==> config.mk <==
export PLATFORM = sky130hd
export DESIGN_NAME = remap_cache_fill
export DESIGN_NICKNAME = d
export VERILOG_FILES = /design/src/rtl/remap_cache_fill.sv
export SDC_FILE = /design/constraint.sdc
export NUM_CORES = 1
export LEC_CHECK = 0
export CORE_MARGIN = 2
export CORE_UTILIZATION = 49
export CTS_CLUSTER_SIZE = 28
export DETAILED_ROUTE_END_ITERATION = 7
export MAX_ROUTING_LAYER = met4
export PLACE_DENSITY = 0.74
export SLEW_MARGIN = 25
export SYNTH_ARGS = -nofsm -noshare
export SYNTH_HDL_FRONTEND = slang
export SYNTH_SLANG_ARGS = --single-unit
==> constraint.sdc <==
create_clock -name i_clk -period 7.09 [get_ports i_clk]
set_input_delay 1.0635 -clock i_clk [delete_from_list [all_inputs] [get_ports i_clk]]
set_output_delay 1.0635 -clock i_clk [all_outputs]
set_load 0.03 [all_outputs]
==> src/rtl/remap_cache_fill.sv <==
// remap_cache_fill: buffers DRAM fill beats and writes them into remap-cache lines in ring order.
// Define REMAP_FILL_PERF_EN to add the saturating stall counters o_stall_full / o_stall_fifo.
module remap_cache_fill #(
  parameter  int LBW     = 5,
  parameter  int DBW     = 8,
  parameter  int VSIZE   = 4,
  parameter  int N_ICFG  = 3,
  parameter  int FDEPTH  = 2,
  localparam int HBW     = LBW - $clog2(VSIZE),
  localparam int NDATA   = 1 << HBW,
  localparam int ICFG_BW = $clog2(N_ICFG + 1),
  localparam int FPW     = $clog2(FDEPTH)
) (
  input  logic                          i_clk,
  input  logic                          i_rst,
  input  logic                          fill_rdy,
  output logic                          fill_ack,
  input  logic [ICFG_BW-1:0]            i_fill_id,
  input  logic [VSIZE-1:0][DBW-1:0]     i_fill_data,
  output logic                          wad_dval,
  output logic [HBW-1:0]                o_whiaddr,
  output logic [VSIZE-1:0][DBW-1:0]     o_wdata,
  output logic [ICFG_BW-1:0]            o_wid,
  input  logic                          free_dval,
  input  logic [ICFG_BW-1:0]            i_free_id,
  output logic [HBW:0]                  o_occ,
  output logic                          o_err
`ifdef REMAP_FILL_PERF_EN
  ,
  output logic [31:0]                   o_stall_full,
  output logic [31:0]                   o_stall_fifo
`endif
);

  localparam logic [HBW:0] OCC_FULL  = (HBW + 1)'(NDATA);
  localparam logic [FPW:0] FIFO_FULL = (FPW + 1)'(FDEPTH);

  // Storage: fill FIFO and the shadow id RAM (one id per cache line).
  logic [VSIZE-1:0][DBW-1:0] fifo_data_q [FDEPTH];
  logic [ICFG_BW-1:0]        fifo_id_q   [FDEPTH];
  logic [ICFG_BW-1:0]        id_ram_q    [NDATA];

  logic [FPW-1:0]            fifo_wr_q, fifo_wr_d;
  logic [FPW-1:0]            fifo_rd_q, fifo_rd_d;
  logic [FPW:0]              fifo_cnt_q, fifo_cnt_d;
  logic                      ack_q, ack_d;
  logic [HBW-1:0]            wptr_q, wptr_d;
  logic [HBW-1:0]            rptr_q, rptr_d;
  logic [HBW:0]              occ_q, occ_d;
  logic                      err_q, err_d;
  logic                      wad_q, wad_d;
  logic [HBW-1:0]            whiaddr_q, whiaddr_d;
  logic [VSIZE-1:0][DBW-1:0] wdata_q, wdata_d;
  logic [ICFG_BW-1:0]        wid_q, wid_d;

  logic                      fifo_full;
  logic                      fifo_empty;
  logic                      pop;
  logic                      free_ok;
  logic [ICFG_BW-1:0]        head_id;
  logic [ICFG_BW-1:0]        exp_free_id;

  always_comb begin
    fifo_full   = (fifo_cnt_q == FIFO_FULL);
    fifo_empty  = (fifo_cnt_q == '0);
    // Ack looks only at registered state, so a same-cycle pop never frees a slot for it.
    fill_ack    = fill_rdy && !ack_q && !fifo_full && !i_rst;
    pop         = !fifo_empty && (occ_q != OCC_FULL);
    head_id     = fifo_id_q[fifo_rd_q];
    free_ok     = free_dval && ((occ_q != '0) || pop);
    // With no live line, a free can only retire the line being allocated this cycle.
    exp_free_id = (occ_q == '0) ? head_id : id_ram_q[rptr_q];

    ack_d      = fill_ack;
    fifo_wr_d  = fifo_wr_q;
    fifo_rd_d  = fifo_rd_q;
    fifo_cnt_d = fifo_cnt_q;
    wptr_d     = wptr_q;
    rptr_d     = rptr_q;
    occ_d      = occ_q;
    err_d      = err_q;
    wad_d      = pop;
    whiaddr_d  = whiaddr_q;
    wdata_d    = wdata_q;
    wid_d      = wid_q;

    if (fill_ack) begin
      fifo_wr_d = fifo_wr_q + 1'b1;
    end
    if (pop) begin
      fifo_rd_d = fifo_rd_q + 1'b1;
      wptr_d    = wptr_q + 1'b1;
      whiaddr_d = wptr_q;
      wdata_d   = fifo_data_q[fifo_rd_q];
      wid_d     = head_id;
    end
    case ({fill_ack, pop})
      2'b10:   fifo_cnt_d = fifo_cnt_q + 1'b1;
      2'b01:   fifo_cnt_d = fifo_cnt_q - 1'b1;
      default: fifo_cnt_d = fifo_cnt_q;
    endcase

    if (free_ok) begin
      rptr_d = rptr_q + 1'b1;
    end
    case ({pop, free_ok})
      2'b10:   occ_d = occ_q + 1'b1;
      2'b01:   occ_d = occ_q - 1'b1;
      default: occ_d = occ_q;
    endcase

    if ((free_dval && !free_ok) || (free_ok && (i_free_id != exp_free_id))) begin
      err_d = 1'b1;
    end
  end

  always_ff @(posedge i_clk) begin
    if (i_rst) begin
      ack_q      <= 1'b0;
      fifo_wr_q  <= '0;
      fifo_rd_q  <= '0;
      fifo_cnt_q <= '0;
      wptr_q     <= '0;
      rptr_q     <= '0;
      occ_q      <= '0;
      err_q      <= 1'b0;
      wad_q      <= 1'b0;
      whiaddr_q  <= '0;
      wdata_q    <= '0;
      wid_q      <= '0;
    end else begin
      ack_q      <= ack_d;
      fifo_wr_q  <= fifo_wr_d;
      fifo_rd_q  <= fifo_rd_d;
      fifo_cnt_q <= fifo_cnt_d;
      wptr_q     <= wptr_d;
      rptr_q     <= rptr_d;
      occ_q      <= occ_d;
      err_q      <= err_d;
      wad_q      <= wad_d;
      whiaddr_q  <= whiaddr_d;
      wdata_q    <= wdata_d;
      wid_q      <= wid_d;
    end
  end

  always_ff @(posedge i_clk) begin
    if (fill_ack) begin
      fifo_data_q[fifo_wr_q] <= i_fill_data;
      fifo_id_q[fifo_wr_q]   <= i_fill_id;
    end
    if (pop && !i_rst) begin
      id_ram_q[wptr_q] <= head_id;
    end
  end

  assign wad_dval  = wad_q;
  assign o_whiaddr = whiaddr_q;
  assign o_wdata   = wdata_q;
  assign o_wid     = wid_q;
  assign o_occ     = occ_q;
  assign o_err     = err_q;

`ifdef REMAP_FILL_PERF_EN
  logic [31:0] stall_full_q, stall_full_d;
  logic [31:0] stall_fifo_q, stall_fifo_d;

  always_comb begin
    stall_full_d = stall_full_q;
    stall_fifo_d = stall_fifo_q;
    if (!fifo_empty && (occ_q == OCC_FULL) && (stall_full_q != '1)) begin
      stall_full_d = stall_full_q + 1'b1;
    end
    if (fill_rdy && fifo_full && (stall_fifo_q != '1)) begin
      stall_fifo_d = stall_fifo_q + 1'b1;
    end
  end

  always_ff @(posedge i_clk) begin
    if (i_rst) begin
      stall_full_q <= '0;
      stall_fifo_q <= '0;
    end else begin
      stall_full_q <= stall_full_d;
      stall_fifo_q <= stall_fifo_d;
    end
  end

  assign o_stall_full = stall_full_q;
  assign o_stall_fifo = stall_fifo_q;
`endif

endmodule
# Word-level counts from Yosys, hierarchy flattened
# Memory sizes are Yosys's and may differ from the RTL's. A register that Yosys moved wholly into a read port is not among the register bits.
# Index checks and enable logic that the tools add are counted.
[classes]
addsub = 8
multipliers = 0
n_div = 0
n_lt_le_gt_ge = 0
n_eq_ne = 7
shift = 0
mux = 11
n_bitwise = 0
reduce_logical = 20
[op_table]
columns = ["op", "n"]
rows = [
  ["$logic_and A1 B1 Y1", 8],
  ["$pmux W4 S2", 1],
  ["$add A3 B1 Y3 const B", 2],
  ["$eq A2 B2 Y1 const B", 3],
  ["$mux W1", 6],
  ["$mux W3", 2],
  ["$logic_not A1 Y1", 5],
  ["$add A4 B1 Y4 const B", 1],
  ["$eq A2 B1 Y1 const B", 2],
  ["$logic_not A4 Y1", 1],
  ["$ne A4 B4 Y1 const B", 1],
  ["$pmux W2 S2", 1],
  ["$reduce_bool A2 Y1", 2],
  ["$reduce_bool A4 Y1", 1],
  ["$sub A4 B1 Y4 const B", 1],
  ["$add A1 B1 Y1 const B", 2],
  ["$add A2 B1 Y2 const B", 1],
  ["$logic_not A2 Y1", 1],
  ["$logic_or A1 B1 Y1", 2],
  ["$mux W2", 1],
  ["$ne A2 B2 Y1", 1],
  ["$sub A2 B1 Y2 const B", 1],
]
[word_totals]
regBits = 22
latchBits = 0
mem_bits_rw = 84
mem_bits_ro = 0
in_bits = 40
mem_count = 3
[memory_table]
columns = ["memory", "depth", "width", "rd", "rd_ports_with_merged_regs", "write_ports", "line", "rtl"]
rows = [
  ["fifo_data_q", 2, 32, 1, 1, 1, "39", "logic [VSIZE-1:0][DBW-1:0] fifo_data_q [FDEPTH];"],
  ["id_ram_q", 8, 2, 1, 1, 1, "41", "logic [ICFG_BW-1:0] id_ram_q [NDATA];"],
  ["fifo_id_q", 2, 2, 1, 1, 1, "40", "logic [ICFG_BW-1:0] fifo_id_q [FDEPTH];"],
]

# Logic depth before layout (Yosys ltp)
# Gate-level depths: netlist of run 1.
[depth]
depth_word = 8
ltp_mapped = 11
ltp_nobuf = 9

# Worst setup path before layout of run 1
# OpenSTA, ideal clock, no wires.
[synth_path]
path_kind = "input to register"
start = "in i_rst"
end = "mem fifo_data_q[0][0] (netlist bit) (enable)"
arrival_ns = 2.734
required_time_ns = 6.665
slack_ns = 3.931
path_stages = 3
path_buffers = 0
cell_sequence = "nor2_1 nand3_1 nor2_1"
[synth_between]
elab_chain_cells = 4
[synth_lines]
columns = ["item", "line", "rtl"]
rows = [
  ["start, declared", "15", "input logic i_rst,"],
  ["$logic_not A1 Y1", "67", "fill_ack = fill_rdy && !ack_q && !fifo_full && !i_rst;"],
  ["$logic_and A1 B1 Y1", "67", ""],
  ["$mux W1", "148", "if (fill_ack) begin"],
  ["$mux W1 (not written as such)", "149", "fifo_data_q[fifo_wr_q] <= i_fill_data;"],
  ["end, declared", "39", ""],
]
# No other way between the ends.

# Worst setup path after layout of run 1
[layout_path]
start = "in i_rst"
end = "out fill_ack"
[layout_between]
elab_chain_cells = 2
[layout_lines]
columns = ["item", "line", "rtl"]
rows = [
  ["$logic_not A1 Y1", "67", ""],
  ["$logic_and A1 B1 Y1", "67", ""],
  ["end, declared", "17", "output logic fill_ack,"],
]
# No other way between the ends.

==> results of run 1 <==
## layout make-up
class / instances / area [um^2] / area share [%]
Multi-Input combinational cell: 209 / 1440 / 21.3
Tap cell: 136 / 170 / 2.51
Timing Repair Buffer: 85 / 841 / 12.4
Sequential cell: 142 / 3690 / 54.5
Clock buffer: 17 / 414 / 6.12
Clock inverter: 15 / 206 / 3.05
Inverter: 3 / 11.3 / 0.166
## cell usage after synthesis (2+ instances only)
cell type	number	area share [%]
a211oi_1	33	4.7
a21oi_1	9	0.86
buf_2	6	0.57
buf_4	3	0.43
clkbuf_1	11	0.79
dfxtp_1	58	22
edfxtp_1	84	48
ha_1	6	1.4
inv_1	2	0.14
mux2_2	2	0.43
mux2i_1	42	8.0
mux4_2	2	0.86
nand2_1	14	1.0
nand2b_1	3	0.36
nand3_1	2	0.19
nor2_1	60	4.3
nor3_1	5	0.48
nor4bb_1	2	0.38
o21ai_0	4	0.38
or3_1	4	0.48
xnor2_1	8	1.3
xor2_1	6	1.0
## registers in the layout, summed over array words and instances (netlist names), 2 cells and up, named ones only
register / flops
fifo_cnt_q: 2
fifo_data_q: 64
fifo_id_q: 4
id_ram_q: 16
o_occ: 4
o_wdata: 32
o_whiaddr: 3
o_wid: 2
rptr_q: 3
wptr_q: 3
## final timing paths
check                 end  slack (ns)    startpoint  cells past startpoint
min          o_whiaddr[0]        0.45  o_whiaddr[0]                      2
max              fill_ack        3.38         i_rst                      6
max reg2reg      o_occ[2]        4.41      o_occ[1]                      9
min reg2reg  o_whiaddr[0]        0.45  o_whiaddr[0]                      2
## metrics by stage
stage               instances  area (um^2)
finish                    607         6770
global route              607         6770
CTS                       607         6770
detailed placement        575         6150
global placement          575         6150
floorplan                 375         5230
## cells by family after synthesis
family                   count (synthesis)  share of synthesized area [%]
flip-flops                             142                           70.4
AND/OR/NAND/NOR                         92                           7.56
multiplexers                            46                           9.33
adder cells (fa/ha/maj)                  6                           1.43
AO/OA/AOI/OAI                           51                           6.72
buffers and inverters                   24                           2.22
XOR/XNOR                                14                           2.34
## worst max-delay path, cell delays in order
cell and delay, ns:
buf_2 0.10, buf_4 0.30, nor2_1 0.15, nand3_1 0.19, inv_1 0.15, clkdlybuf4s50_1 0.68
## layer usage
layer / track usage [%] / up-vias / routed length (um)
met4: 7.78 / 0 / 105
met2: 29.7 / 72 / 4900
met5: - / - / 0
met1: 21.5 / 1523 / 4180
met3: 4.96 / 10 / 310
li1: - / 1539 / -
## power groups by stage
stage | Sequential (W) | Combinational (W) | Clock, W
2_1_floorplan | 0.00128 | 0.000572 | 0
3_3_place_gp | 0.00118 | 0.000939 | 0
3_5_place_dp | 0.00118 | 0.000966 | 0
4_1_cts | 0.00117 | 0.000977 | 0.000937
5_1_grt | 0.00119 | 0.00105 | 0.000973
6_report | 0.00117 | 0.000962 | 0.000923
==> metrics.cfg, run 1 <==
[synthesis]
synth_cell_types=31
yosysWarnings=0
synthArstFlopShare_pct=0
syn_nets=421
avgSynthCellArea_um2=14.0
ys_seq_area_share_pct=70.4
syn_inst=375
synth_edf_count=84
synthFlopType=edfxtp_1
synth_seq_cells=142
syn_area_um2=5230

[worst_setup_path]
critPathKind=in -> out
critPathRequiredTime_ns=6.03
critical_path.endpoint_type=output pin
cp_max_fo=57
cp-start-kind=input port
cp_data_arrival_time_ns=2.64

[finish]
synthToLayoutAreaGrowth_pct=29.4
final_common_cell=edfxtp_1
nNetsFinal=504
fillers=753
antenna_cells=0
final_cell_mix=84 x edfxtp_1, 82 x clkdlybuf4s50_1, 59 x nor2_1
final_util_pct=65.6
drive_gt1_share_pct=9.13

[sta]
holdWs_ns=0.454
max-slew-margin-rel_pct=33.8
setup_viol=0
setup_tns_ns=0
worst_pin_slew_ns=0.990
min_period_over_period_pct=52.3
fin_crit_ns=3.71
hold_viol_final=0
skew_ns=0.0143
grt_setup_unrepaired=no
fmax_ghz=0.270
drv_slew=0
fin_ws_ns=3.38

[pwr]
ir_drop_mv=0.242
p_leak_nw=2.31
p_sw_share_pct=33.9
p_int_w=0.00202
p_seq_share_pct=38.2
power_frac_clock_pct=30.2
comb_power_share_pct=31.5
power_density_nw_per_um2=451
fin_total_pwr_w=0.00305
p_sw_w=0.00103

[grt]
grt_overflow_total=0
grt_antenna_before_repair=0
grt_pass1_wl_mm=15.4
grt_max_degree=74
grt.total_usage_pct=18.2
first_global_vias=3237

[floorplan]
die_w_um=107
core_um2=10300
die_h_um=107
die_area_um2=11500
pin_count=84
initial_core_util_pct=50.7
rows=37

[cts]
cts_num_sinks=142
htreeDepth=4
cts.reportedPaths.clkPinSlew_ns=0.06
cts_tree=done
clkLatencyLatePin_ns=0.52
cts_resized=0
postCtsSetupBuffers=0
cts_hold_buf=0
cts_buffers=17
clock_path_buffers=2
root_buffer=clkbuf_8

[drt]
drc=0
vias_per_cell=5.18
drt-initial-drc-count=141
drt.antenna.violating_nets=0
wl_per_cell_um=15.6
drt-total-wl_mm=9.49
num_vias=3144
drtPass1Iterations=5

[placed_design]
port_buffers=83
place.gp.congestion=0.721
hpwlAfterDp_mm=5.87
place_ws_ns=3.37

[worst_hold_path]
min_path_type=reg -> reg

[run]
drv_cap=0

[status]
status=finished clean

Note: power is estimated with default switching activity, not from simulation.
==> inputs of run 2 (changes only) <==
clock period = 3.7 ns   (was 7.09 ns; I/O delays follow)
==> metrics.cfg, run 2 (synthesis gave the netlist of run 1 again) <==
[status]
status=finished clean  ; unchanged

[grt]
grt.total_usage_pct=18.1  ; was 18.2%
grt_pass1_wl_mm=15.2  ; was 15.4 mm
grt_antenna_before_repair=0  ; unchanged
grt_max_degree=57  ; was 74
grt_overflow_total=0  ; unchanged
first_global_vias=3220  ; was 3237

[pwr]
p_int_w=0.00393  ; was 0.00202 W
ir_drop_mv=0.497  ; was 0.242 mV
comb_power_share_pct=31.7  ; was 31.5%
p_sw_w=0.00194  ; was 0.00103 W
power_frac_clock_pct=30.3  ; was 30.2%
p_sw_share_pct=33.1  ; was 33.9%
p_leak_nw=2.33  ; was 2.31 nW
power_density_nw_per_um2=862  ; was 451 nW/um^2
fin_total_pwr_w=0.00587  ; was 0.00305 W
p_seq_share_pct=38.0  ; was 38.2%

[cts]
clock_path_buffers=2  ; unchanged
cts_buffers=17  ; unchanged
root_buffer=clkbuf_8  ; unchanged
cts.reportedPaths.clkPinSlew_ns=0.06  ; about the same
cts_num_sinks=142  ; unchanged
htreeDepth=4  ; unchanged
cts_tree=done  ; unchanged
cts_resized=0  ; unchanged
clkLatencyLatePin_ns=0.50  ; was 0.52 ns
cts_hold_buf=0  ; unchanged
postCtsSetupBuffers=0  ; unchanged

[sta]
grt_setup_unrepaired=no  ; unchanged
holdWs_ns=0.465  ; was 0.454 ns
worst_pin_slew_ns=0.846  ; was 0.990 ns
setup_viol=0  ; unchanged
max-slew-margin-rel_pct=43.6  ; was 33.8%
skew_ns=0.00880  ; was 0.0143 ns
drv_slew=0  ; unchanged
hold_viol_final=0  ; unchanged
fmax_ghz=0.385
fin_crit_ns=2.60
setup_tns_ns=0  ; unchanged
min_period_over_period_pct=70.2

[worst_setup_path]
worst-r2r-cell-count=9  ; unchanged
critPathKind=reg -> out  ; was in -> out
cp-start-kind=flip-flop  ; was input port
crit_chain=nand2b_1 -> nand3_1 -> inv_1 -> clkdlybuf4s50_1  ; was buf_2 -> buf_4 -> nor2_1 -> nand3_1 -> inv_1 -> clkdlybuf4s50_1
critical_path.endpoint_type=output pin  ; unchanged
reg2reg_slack_ns=1.13  ; was 4.41 ns
crit_cells=4  ; was 6
cp_num_buf_inv=2  ; was 4
crit_slowest_cell=clkdlybuf4s50_1  ; unchanged
critPathRequiredTime_ns=3.14  ; was 6.03 ns
cp_top_family=buffers and inverters  ; unchanged
rr_startpoint=o_occ[1]  ; unchanged
critical_path.max_stage_delay_ns=0.68  ; about the same
cp_max_fo=4  ; was 57
startpoint=fifo_cnt_q[0]  ; was i_rst
cp_data_arrival_time_ns=2.04  ; was 2.64 ns

[finish]
drive_gt1_share_pct=9.32  ; was 9.13%
antenna_cells=0  ; unchanged
synthToLayoutAreaGrowth_pct=30.2  ; was 29.4%
finalInstanceArea_um2=6810  ; was 6770 um^2
final_common_cell=edfxtp_1  ; unchanged
largest_register_ffs=64  ; unchanged
multi_input_area_um2=1440  ; unchanged
regArea_um2=3690  ; unchanged
top_register=fifo_data_q  ; unchanged
fillers=731  ; was 753
final_cell_mix=84 x edfxtp_1, 82 x clkdlybuf4s50_1, 59 x nor2_1  ; unchanged
nNetsFinal=505  ; was 504

[floorplan]
die_area_um2=11500  ; unchanged
die_h_um=107  ; unchanged
initial_core_util_pct=50.7  ; unchanged
pin_count=84  ; unchanged
rows=37  ; unchanged
core_um2=10300  ; unchanged
die_w_um=107  ; unchanged

[worst_hold_path]
hold_depth=4  ; was 2
worstHoldStart=i_rst  ; was o_whiaddr[0]
min_path_type=in -> reg  ; was reg -> reg

[drt]
vias_per_cell=5.15  ; was 5.18
drt-total-wl_mm=9.48  ; was 9.49 mm
drt.antenna.violating_nets=0  ; unchanged
num_vias=3131  ; was 3144
drc=0  ; unchanged
drtPass1Iterations=4  ; was 5
wl_per_cell_um=15.6  ; about the same
drt-initial-drc-count=189  ; was 141

[placed_design]
place.gp.congestion=0.764  ; was 0.721
hpwlAfterDp_mm=5.96  ; was 5.87 mm
place_area_um2=6150  ; unchanged
port_buffers=83  ; unchanged

[run]
drv_cap=0  ; unchanged

[run 2: cell types whose count changed in the layout (fill, tap and decap cells not counted), sizes merged]
| cell | change |
|---|---|
| clkbuf | +1 |
| bufinv | +1 |
| buf | +1 |
| inv | -5 |
| clkinv | +3 |
[run 2: cell type report]
cell class,count,area share [%]
inverter,3,0.165
tap,136,2.50
clock buffer,18,6.14
timing repair buffer,86,12.8
clock inverter,14,3.14
sequential,142,54.1
multi-input combinational,209,21.2
[run 2: through the flow]
step	std cells	setup slack, ns	utilization [%]
after global placement	575	0.916	59.6
after CTS	607	1.06	65.7
final	608	1.10	66.0
after global routing	608	0.885	66.0
after detailed placement	575	0.844	59.6
after floorplan	375	1.05	-
[run 2: power by group through the flow]
stage	logic [W]	registers, W	clock network, W
floorplan	0.00110	0.00245	0
global route	0.00203	0.00227	0.00188
CTS	0.00188	0.00223	0.00181
detailed placement	0.00186	0.00226	0
finish	0.00186	0.00223	0.00178
global placement	0.00181	0.00225	0
[run 2: final timing paths]
| check | to |
|---|---|
| max | fill_ack |
| min | ack_q |
| max reg2reg | o_occ[2] |
| min reg2reg | o_whiaddr[0] |
[run 2: worst reg2reg max path, stage by stage, from the launching register on]
cell      delay (ns)
dfxtp_1         0.39
nor4_2          0.51
a21boi_1        0.27
ha_1            0.31
xor2_1          0.16
ha_1            0.18
a21oi_1         0.14
xor2_1          0.09
or3_1           0.30
a21oi_1         0.15
[run 2: layer usage]
metal  global-route usage, %  routed length, um  vias to the layer above
met5                       -                  0                        -
met4                    7.88                 90                        0
met3                    5.08                384                        6
met2                    30.0               5040                       65
met1                    20.7               3970                     1519
li1                        -                  -                     1541
==> inputs of run 3 (changes only) <==
clock period = 2.66 ns   (was 3.7 ns; I/O delays follow)
==> metrics.cfg, run 3 (synthesis gave the netlist of run 1 again) <==
[grt]
grt_antenna_before_repair=0  ; unchanged
grt_max_degree=55  ; was 57
grt.total_usage_pct=18.6  ; was 18.1%
grt_overflow_total=0  ; unchanged
grt_pass1_wl_mm=15.5  ; was 15.2 mm
first_global_vias=3186  ; was 3220

[sta]
drv_slew=0  ; unchanged
hold_viol_final=0  ; unchanged
fin_crit_ns=2.44
max-slew-margin-rel_pct=59.9  ; was 43.6%
skew_ns=0.0119  ; was 0.00880 ns
grt_setup_unrepaired=no  ; unchanged
worst_pin_slew_ns=0.601  ; was 0.846 ns
min_period_over_period_pct=91.6
fmax_ghz=0.410
setup_tns_ns=0  ; unchanged
setup_viol=0  ; unchanged

[finish]
final_cell_mix=84 x edfxtp_1, 82 x clkdlybuf4s50_1, 59 x nor2_1  ; unchanged
final_cells=614  ; was 608
multi_input_area_um2=1440  ; unchanged
fillers=745  ; was 731
finalInstanceArea_um2=6760  ; was 6810 um^2
top_register=fifo_data_q  ; unchanged
synthToLayoutAreaGrowth_pct=29.2  ; was 30.2%
final_common_cell=edfxtp_1  ; unchanged
drive_gt1_share_pct=10.9  ; was 9.32%
regArea_um2=3680  ; was 3690 um^2
largest_register_ffs=64  ; unchanged
nNetsFinal=511  ; was 505
antenna_cells=0  ; unchanged

[cts]
clkLatencyLatePin_ns=0.51  ; was 0.50 ns
cts_tree=done  ; unchanged
cts_resized=0  ; unchanged
postCtsSetupBuffers=0  ; unchanged
cts.reportedPaths.clkPinSlew_ns=0.06  ; about the same
root_buffer=clkbuf_8  ; unchanged
htreeDepth=4  ; unchanged
cts_num_sinks=142  ; unchanged
clock_path_buffers=2  ; unchanged
cts_hold_buf=0  ; unchanged
cts_buffers=17  ; unchanged

[worst_hold_path]
min_path_type=in -> reg  ; unchanged
worstHoldStart=i_rst  ; unchanged
hold_depth=2  ; was 4
whs_endpoint=wad_dval  ; was ack_q

[worst_setup_path]
reg2reg_slack_ns=0.26  ; was 1.13 ns
critPathKind=reg -> out  ; unchanged
rr_startpoint=o_occ[1]  ; unchanged
cp_data_arrival_time_ns=2.04  ; about the same
cp_max_fo=4  ; unchanged
critical_path.endpoint_type=output pin  ; unchanged
cp-start-kind=flip-flop  ; unchanged
critPathRequiredTime_ns=2.26  ; was 3.14 ns
worst-r2r-cell-count=8  ; was 9
r2r_end=o_occ[3]  ; was o_occ[2]

[floorplan]
initial_core_util_pct=50.7  ; unchanged
pin_count=84  ; unchanged
core_um2=10300  ; unchanged
die_h_um=107  ; unchanged
rows=37  ; unchanged
die_area_um2=11500  ; unchanged
die_w_um=107  ; unchanged

[pwr]
ir_drop_mv=0.674  ; was 0.497 mV
p_leak_nw=2.33  ; about the same
fin_total_pwr_w=0.00794  ; was 0.00587 W
power_density_nw_per_um2=1170  ; was 862 nW/um^2

[drt]
num_vias=3180  ; was 3131
drt-total-wl_mm=9.65  ; was 9.48 mm
vias_per_cell=5.18  ; was 5.15
drtPass1Iterations=4  ; unchanged
wl_per_cell_um=15.7  ; was 15.6 um
drc=0  ; unchanged
drt.antenna.violating_nets=0  ; unchanged
drt-initial-drc-count=112  ; was 189

[status]
status=finished clean  ; unchanged

[placed_design]
place_area_um2=6200  ; was 6150 um^2
dp.cells=582  ; was 575
hpwlAfterDp_mm=5.92  ; was 5.96 mm
place.gp.congestion=0.760  ; was 0.764
port_buffers=83  ; unchanged

[run]
drv_cap=0  ; unchanged

[run 3: worst max-delay path: stages (launching register included)]
cell and delay [ns]:
dfxtp_1 0.39, nand2b_1 0.13, nand3_1 0.18, inv_1 0.15, clkdlybuf4s50_1 0.68
[run 3: cell type report]
cell class / count / share of cell area [%]
inverter: 3 / 0.167
multi-input combinational: 209 / 21.3
timing repair buffer: 92 / 13.2
tap: 136 / 2.52
clock buffer: 17 / 6.13
clock inverter: 15 / 2.17
sequential: 142 / 54.5
[run 3: metal layers]
| metal | global-route usage, % | wire, um | vias to the layer above |
|---|---|---|---|
| met3 | 4.36 | 401 | 8 |
| met1 | 21.2 | 4030 | 1545 |
| met5 | - | 0 | - |
| met4 | 8.42 | 104 | 0 |
| met2 | 31.2 | 5120 | 73 |
| li1 | - | - | 1554 |
[run 3: through the flow]
step	hold WS [ns]	setup slack [ns]	util, %
after floorplan	0.472	0.0993	-
after global placement	0.453	0.275	60.1
after detailed placement	0.461	0.186	60.1
after CTS	0.103	0.180	65.5
after global routing	0.123	0.0814	65.5
final	0.119	0.222	65.5
[run 3: report_power, final]
| part | total, W | switching (W) | leakage, nW | internal [W] |
|---|---|---|---|---|
| Sequential | 0.00303 | 0.000292 | 1.24 | 0.00274 |
| Combinational | 0.00272 | 0.00156 | 0.806 | 0.00116 |
| Clock | 0.00220 | 0.000995 | 0.276 | 0.00120 |
[run 3: worst max path at each step]
stage | from | to | slack, ns | depth (start not counted)
2_1_floorplan | o_occ[1] | o_occ[2] | 0.1 | 10
3_3_place_gp | free_dval | o_occ[3] | 0.28 | 8
3_5_place_dp | free_dval | o_occ[2] | 0.19 | 9
4_1_cts | fifo_cnt_q[0] | fill_ack | 0.18 | 4
5_1_grt | o_occ[1] | o_occ[2] | 0.08 | 9
6_report | fifo_cnt_q[0] | fill_ack | 0.22 | 4
